--- src/rtl/cp0_exception_controller.sv ---
// CP0 exception/ERET sequencer: interrupt synchronisation, timer latch,
// interrupt request generation and the fetch-redirect handshake toward IF.
module cp0_exception_controller #(
    parameter int unsigned HW_INT_WIDTH     = 6,
    parameter int unsigned SYNC_STAGES      = 2,
    parameter logic [31:0] EXCEPTION_VECTOR = 32'hBFC0_0380
) (
    input  logic                    clock,
    input  logic                    reset_n,
    input  logic [HW_INT_WIDTH-1:0] hardware_interrupt,
    input  logic [7:0]              status_interrupt_mask,
    input  logic                    status_exception_level,
    input  logic                    status_interrupt_enabled,
    input  logic [1:0]              cause_software_interrupt,
    input  logic                    timer_match,
    input  logic                    compare_write,
    input  logic [31:0]             epc_value,
    input  logic                    wb_exception_valid,
    input  logic                    wb_eret,
    input  logic                    flush_ready,
    output logic                    flush_valid,
    output logic [31:0]             flush_address,
    output logic                    controller_busy,
    output logic                    interrupt_request,
    output logic [HW_INT_WIDTH-1:0] cause_hardware_interrupt,
    output logic                    cause_timer_interrupt
);

    typedef enum logic [1:0] {
        IDLE,
        FLUSH_EXC,
        FLUSH_ERET
    } state_t;

    state_t state;

    logic [SYNC_STAGES-1:0][HW_INT_WIDTH-1:0] sync_q;
    logic [5:0] hw_ext;
    logic [7:0] pending;
    logic       irq_next;

    always_ff @(posedge clock or negedge reset_n) begin
        if (!reset_n) begin
            sync_q <= '0;
        end else begin
            sync_q <= {sync_q[SYNC_STAGES-2:0], hardware_interrupt};
        end
    end

    assign cause_hardware_interrupt = sync_q[SYNC_STAGES-1];

    // Clear wins over set when Compare is written in the match cycle.
    always_ff @(posedge clock or negedge reset_n) begin
        if (!reset_n) begin
            cause_timer_interrupt <= 1'b0;
        end else if (compare_write) begin
            cause_timer_interrupt <= 1'b0;
        end else if (timer_match) begin
            cause_timer_interrupt <= 1'b1;
        end
    end

    assign hw_ext  = 6'(cause_hardware_interrupt);
    assign pending = {hw_ext[5:2] | {cause_timer_interrupt, 3'b000},
                      hw_ext[1:0], cause_software_interrupt};

    always_comb begin
        irq_next = (state == IDLE) && status_interrupt_enabled && !status_exception_level
                   && (|(pending & status_interrupt_mask))
                   && !wb_exception_valid && !wb_eret;
    end

    always_ff @(posedge clock or negedge reset_n) begin
        if (!reset_n) begin
            interrupt_request <= 1'b0;
        end else begin
            interrupt_request <= irq_next;
        end
    end

    always_ff @(posedge clock or negedge reset_n) begin
        if (!reset_n) begin
            state           <= IDLE;
            flush_valid     <= 1'b0;
            flush_address   <= '0;
            controller_busy <= 1'b0;
        end else begin
            case (state)
                IDLE: begin
                    if (wb_exception_valid) begin
                        state           <= FLUSH_EXC;
                        flush_valid     <= 1'b1;
                        controller_busy <= 1'b1;
                        flush_address   <= EXCEPTION_VECTOR;
                    end else if (wb_eret) begin
                        state           <= FLUSH_ERET;
                        flush_valid     <= 1'b1;
                        controller_busy <= 1'b1;
                        flush_address   <= epc_value;
                    end
                end
                FLUSH_EXC, FLUSH_ERET: begin
                    if (flush_ready) begin
                        state           <= IDLE;
                        flush_valid     <= 1'b0;
                        controller_busy <= 1'b0;
                    end
                end
                default: begin
                    state           <= IDLE;
                    flush_valid     <= 1'b0;
                    controller_busy <= 1'b0;
                end
            endcase
        end
    end

endmodule

--- config.mk ---
export PLATFORM = sky130hd
export DESIGN_NAME = cp0_exception_controller
export DESIGN_NICKNAME = d
export VERILOG_FILES = /design/src/rtl/cp0_exception_controller.sv
export SDC_FILE = /design/constraint.sdc
export NUM_CORES = 1
export LEC_CHECK = 0
export CORE_MARGIN = 1.5
export CORE_UTILIZATION = 35
export DETAILED_ROUTE_END_ITERATION = 8
export GPL_TIMING_DRIVEN = 0
export PLACE_DENSITY = 0.74
export RECOVER_POWER = 25
export SLEW_MARGIN = 20
export SYNTH_ARGS = -nofsm -noshare
export SYNTH_HDL_FRONTEND = slang
export SYNTH_SLANG_ARGS = --single-unit
--- constraint.sdc ---
create_clock -name clock -period 1.24 [get_ports clock]
set_input_delay 0.124 -clock clock [delete_from_list [all_inputs] [get_ports clock]]
set_output_delay 0.124 -clock clock [all_outputs]
set_load 0.01 [all_outputs]
==> results.md <==
- Status: complete, but fails checks
- Failing checks: setup timing
- Leakage: 1.54 nW
- Initial Utilization: 37.0%
- Area of the mapped netlist: 1930 sq um
- Iter 0 DRT Violations: 67
- FF-to-FF End: interrupt_request
- Nets: 361
- Clock Pin Slew Worst Setup and Hold Paths: 0.08 ns
- Die area: 5960 sq um
- Crit path max fanout: 3
- Pre-CTS setup slack: -0.501 ns
- First-pass GRT wire length: 8.20 mm
- Top_reg_cell synth: dfrtp_1
- Cts bufs inserted: 5
- HP Start: wb_exception_valid
- Most common cell in the netlist: dfrtp_1
- FF-to-FF setup slack: -0.13 ns
- Period minus WS final: 1.37 ns
- Cell depth of the worst flop-to-flop path: 5
- Async set or reset register ratio after synthesis: 100%
- Initial antenna violation count: 0
- Root Buffer: clkbuf_8
- Setup_tns: -2.43 ns
- GRT Total Usage: 17.6%
- Reg-to-reg critical path startpoint: state[0]
- DR pass1 iterations: 4
- Util after Layout: 62.9%
- Via-per-instance ratio: 4.51
- Synth unique cells: 21
- Hold path cells: 3
- Setup CP Type: reg -> reg
- Gpl congestion: 0.759
- CP arrival: 1.59 ns
- Max_cap viols: 0
- Core area: 5200 sq um
- Clk_lat worst skew: 0.29 ns
- PwrDens: 1970 nW/um^2
- Final WS setup: -0.134 ns
- Row Count: 26
- Post-synth top cells: dfrtp_1 (49), o21ai_0 (34), nand2_1 (32), nand2b_1 (21), nor2_1 (14)
- Syn Inst Count: 184
- Number of synthesized flops with an enable pin: 0
- Relative slew slack: 54.7%
- Endpoints failing setup: 33
- RSZ-0062 raised after global routing: true
- TritonCTS clock tree: done
- Final antenna-violating net count: 0
- Max Clk Rate: 0.728 GHz
- Chip Height: 77.2 microns
- Die Wd: 77.2 microns
- Layout cell share with drive strength beyond 1: 14.8%
- FF+latch count, synth: 49
- Worst VDD drop: 0.900 mV
- Congestion Overflow GR: 0
- Routed len/inst: 13.5 microns
- Post-Route WL: 5.04 mm
- Main area contributors after synthesis: dfrtp_1 (64%), o21ai_0 (8.8%), nand2b_1 (6.8%)
- # diodes: 0
- Critical path capture point type: register
- CTS H-tree lvls: 2
- Clk sink count: 49
- Maximum root-to-sink buffer count: 2
- # IOs: 99
- Synth warn: 0
- Area leader, netlist: dfrtp_1
- Sequential share of the synthesized area: 63.6%
- Final Hold Viols: 0
- Vias in the first global route: 1,692
- Worst EP required: 1.46 ns
- Worst-Margin Slew: 0.679 ns
- Area Overhead vs Synth: 69.8%
- Synth top area share: 63.6%
- Largest net degree at the start of global routing: 27
- Period utilisation layout: 111%
- Worst hold path class: in -> reg
- Port Buffers: 97
- Startpoint class of the critical path: register
- Number of remaining DRC errors: 0
- Syn nets: 242
- WHS Endpoint: flush_address[12]
- Detail Placement HPWL: 3.46 mm
- Synthesized area per cell: 10.5 sq um
- Worst Clk Skew: 0.00216 ns
- Slew Limit Fails: 0
- Vias: 1,687
[stage by stage]
stage / hold slack, ns / power (mW) / std cells / instance area, sq um
2_1_floorplan: -0.172 / 3.66 / 184 / 1940
3_3_place_gp: 0.334 / 5.23 / 351 / 3000
3_5_place_dp: 0.164 / 5.32 / 352 / 3010
4_1_cts: 0.153 / 6.28 / 367 / 3180
5_1_grt: 0.170 / 6.95 / 374 / 3270
6_report: 0.171 / 6.46 / 374 / 3270
[critical path, cell delays in order (launching register included)]
cell and delay, ns:
dfrtp_1 0.40, inv_2 0.07, ha_4 0.15, nand2b_4 0.05
or4b_1 0.46, a31oi_1 0.15
[final cells by class]
cell class / count / area [sq um]
Timing Repair Buffer: 110 / 1050
Clock inverter: 1 / 5.00
Sequential cell: 49 / 1230
Multi-Input combinational cell: 117 / 643
Fill cell: 463 / 1930
Inverter: 3 / 11.3
Buffer: 17 / 153
Clock buffer: 7 / 96.3
Tap cell: 70 / 87.6
[cell usage in the layout, fill, tap and decap left out, types with 2 or more instances in the layout]
cell	instances
nand2_1	32
buf_6	5
clkdlybuf4s50_1	48
dlygate4sd2_1	37
buf_8	2
o21ai_0	20
clkbuf_8	8
buf_4	15
dfrtp_1	49
nand2b_4	2
dlygate4sd3_1	7
a21oi_1	4
clkdlybuf4s15_1	5
o21ai_4	2
clkbuf_1	3
o21ai_1	14
inv_2	2
nand2b_1	20
nor2_1	14
[routing by layer]
layer  wire (microns)  part of all wire (%)  global-route usage (%)  vias to the layer above
met3              347                   6.9                    5.36                        7
met4               55                   1.1                    5.45                        0
met2             2410                    48                    27.9                       57
met5                0                     0                       0                        -
met1             2220                    44                    23.2                      781
li1                 -                     -                       -                      842
[power breakdown]
group / internal (mW) / switching [mW]
Clock: 0.505 / 0.506
Combinational: 1.55 / 1.41
Sequential: 2.19 / 0.307
Total: 4.24 / 2.22
[logic make-up after synthesis]
logic type                 count (synthesis)  synth area share (%)
AOI/OAI and AO/OA                         44                  12.6
adders and majority gates                  1                 0.649
buffers and inverters                     20                  5.84
DFF                                       49                  63.6
and+or+nand+nor                           70                  17.3
[what timing repair did]
action | 4_1_cts | 5_1_grt
buffers inserted | 4 | 3
endpoints found under the setup margin | 76 | 40
gates cloned | 2 | 4
hold buffers | 1 | 0
pin swaps | 1 | 1
gates resized for setup | 63 | 22
endpoints found under the hold margin | 25 | 0
[worst max-delay path by stage]
stage | start | to | slack, ns | cells past startpoint
after detailed placement | wb_eret | flush_address[17] | -0.50 | 4
after global routing | state[0] | flush_address[24] | -0.21 | 6
after global placement | reset_n | flush_address[25] | -1.38 | 1
final | state[0] | interrupt_request | -0.13 | 5
after floorplan | state[1] | interrupt_request | -0.05 | 5
after CTS | state[0] | interrupt_request | -0.12 | 5
[flip-flops by register name, summed over array words and instances, names as in the netlist]
signal and count:
sync_q 6, cause_timer_interrupt 1, interrupt_request 1, controller_busy 1
flush_address 32, state 2, cause_hardware_interrupt 6
(Power assumes the default switching activity.)
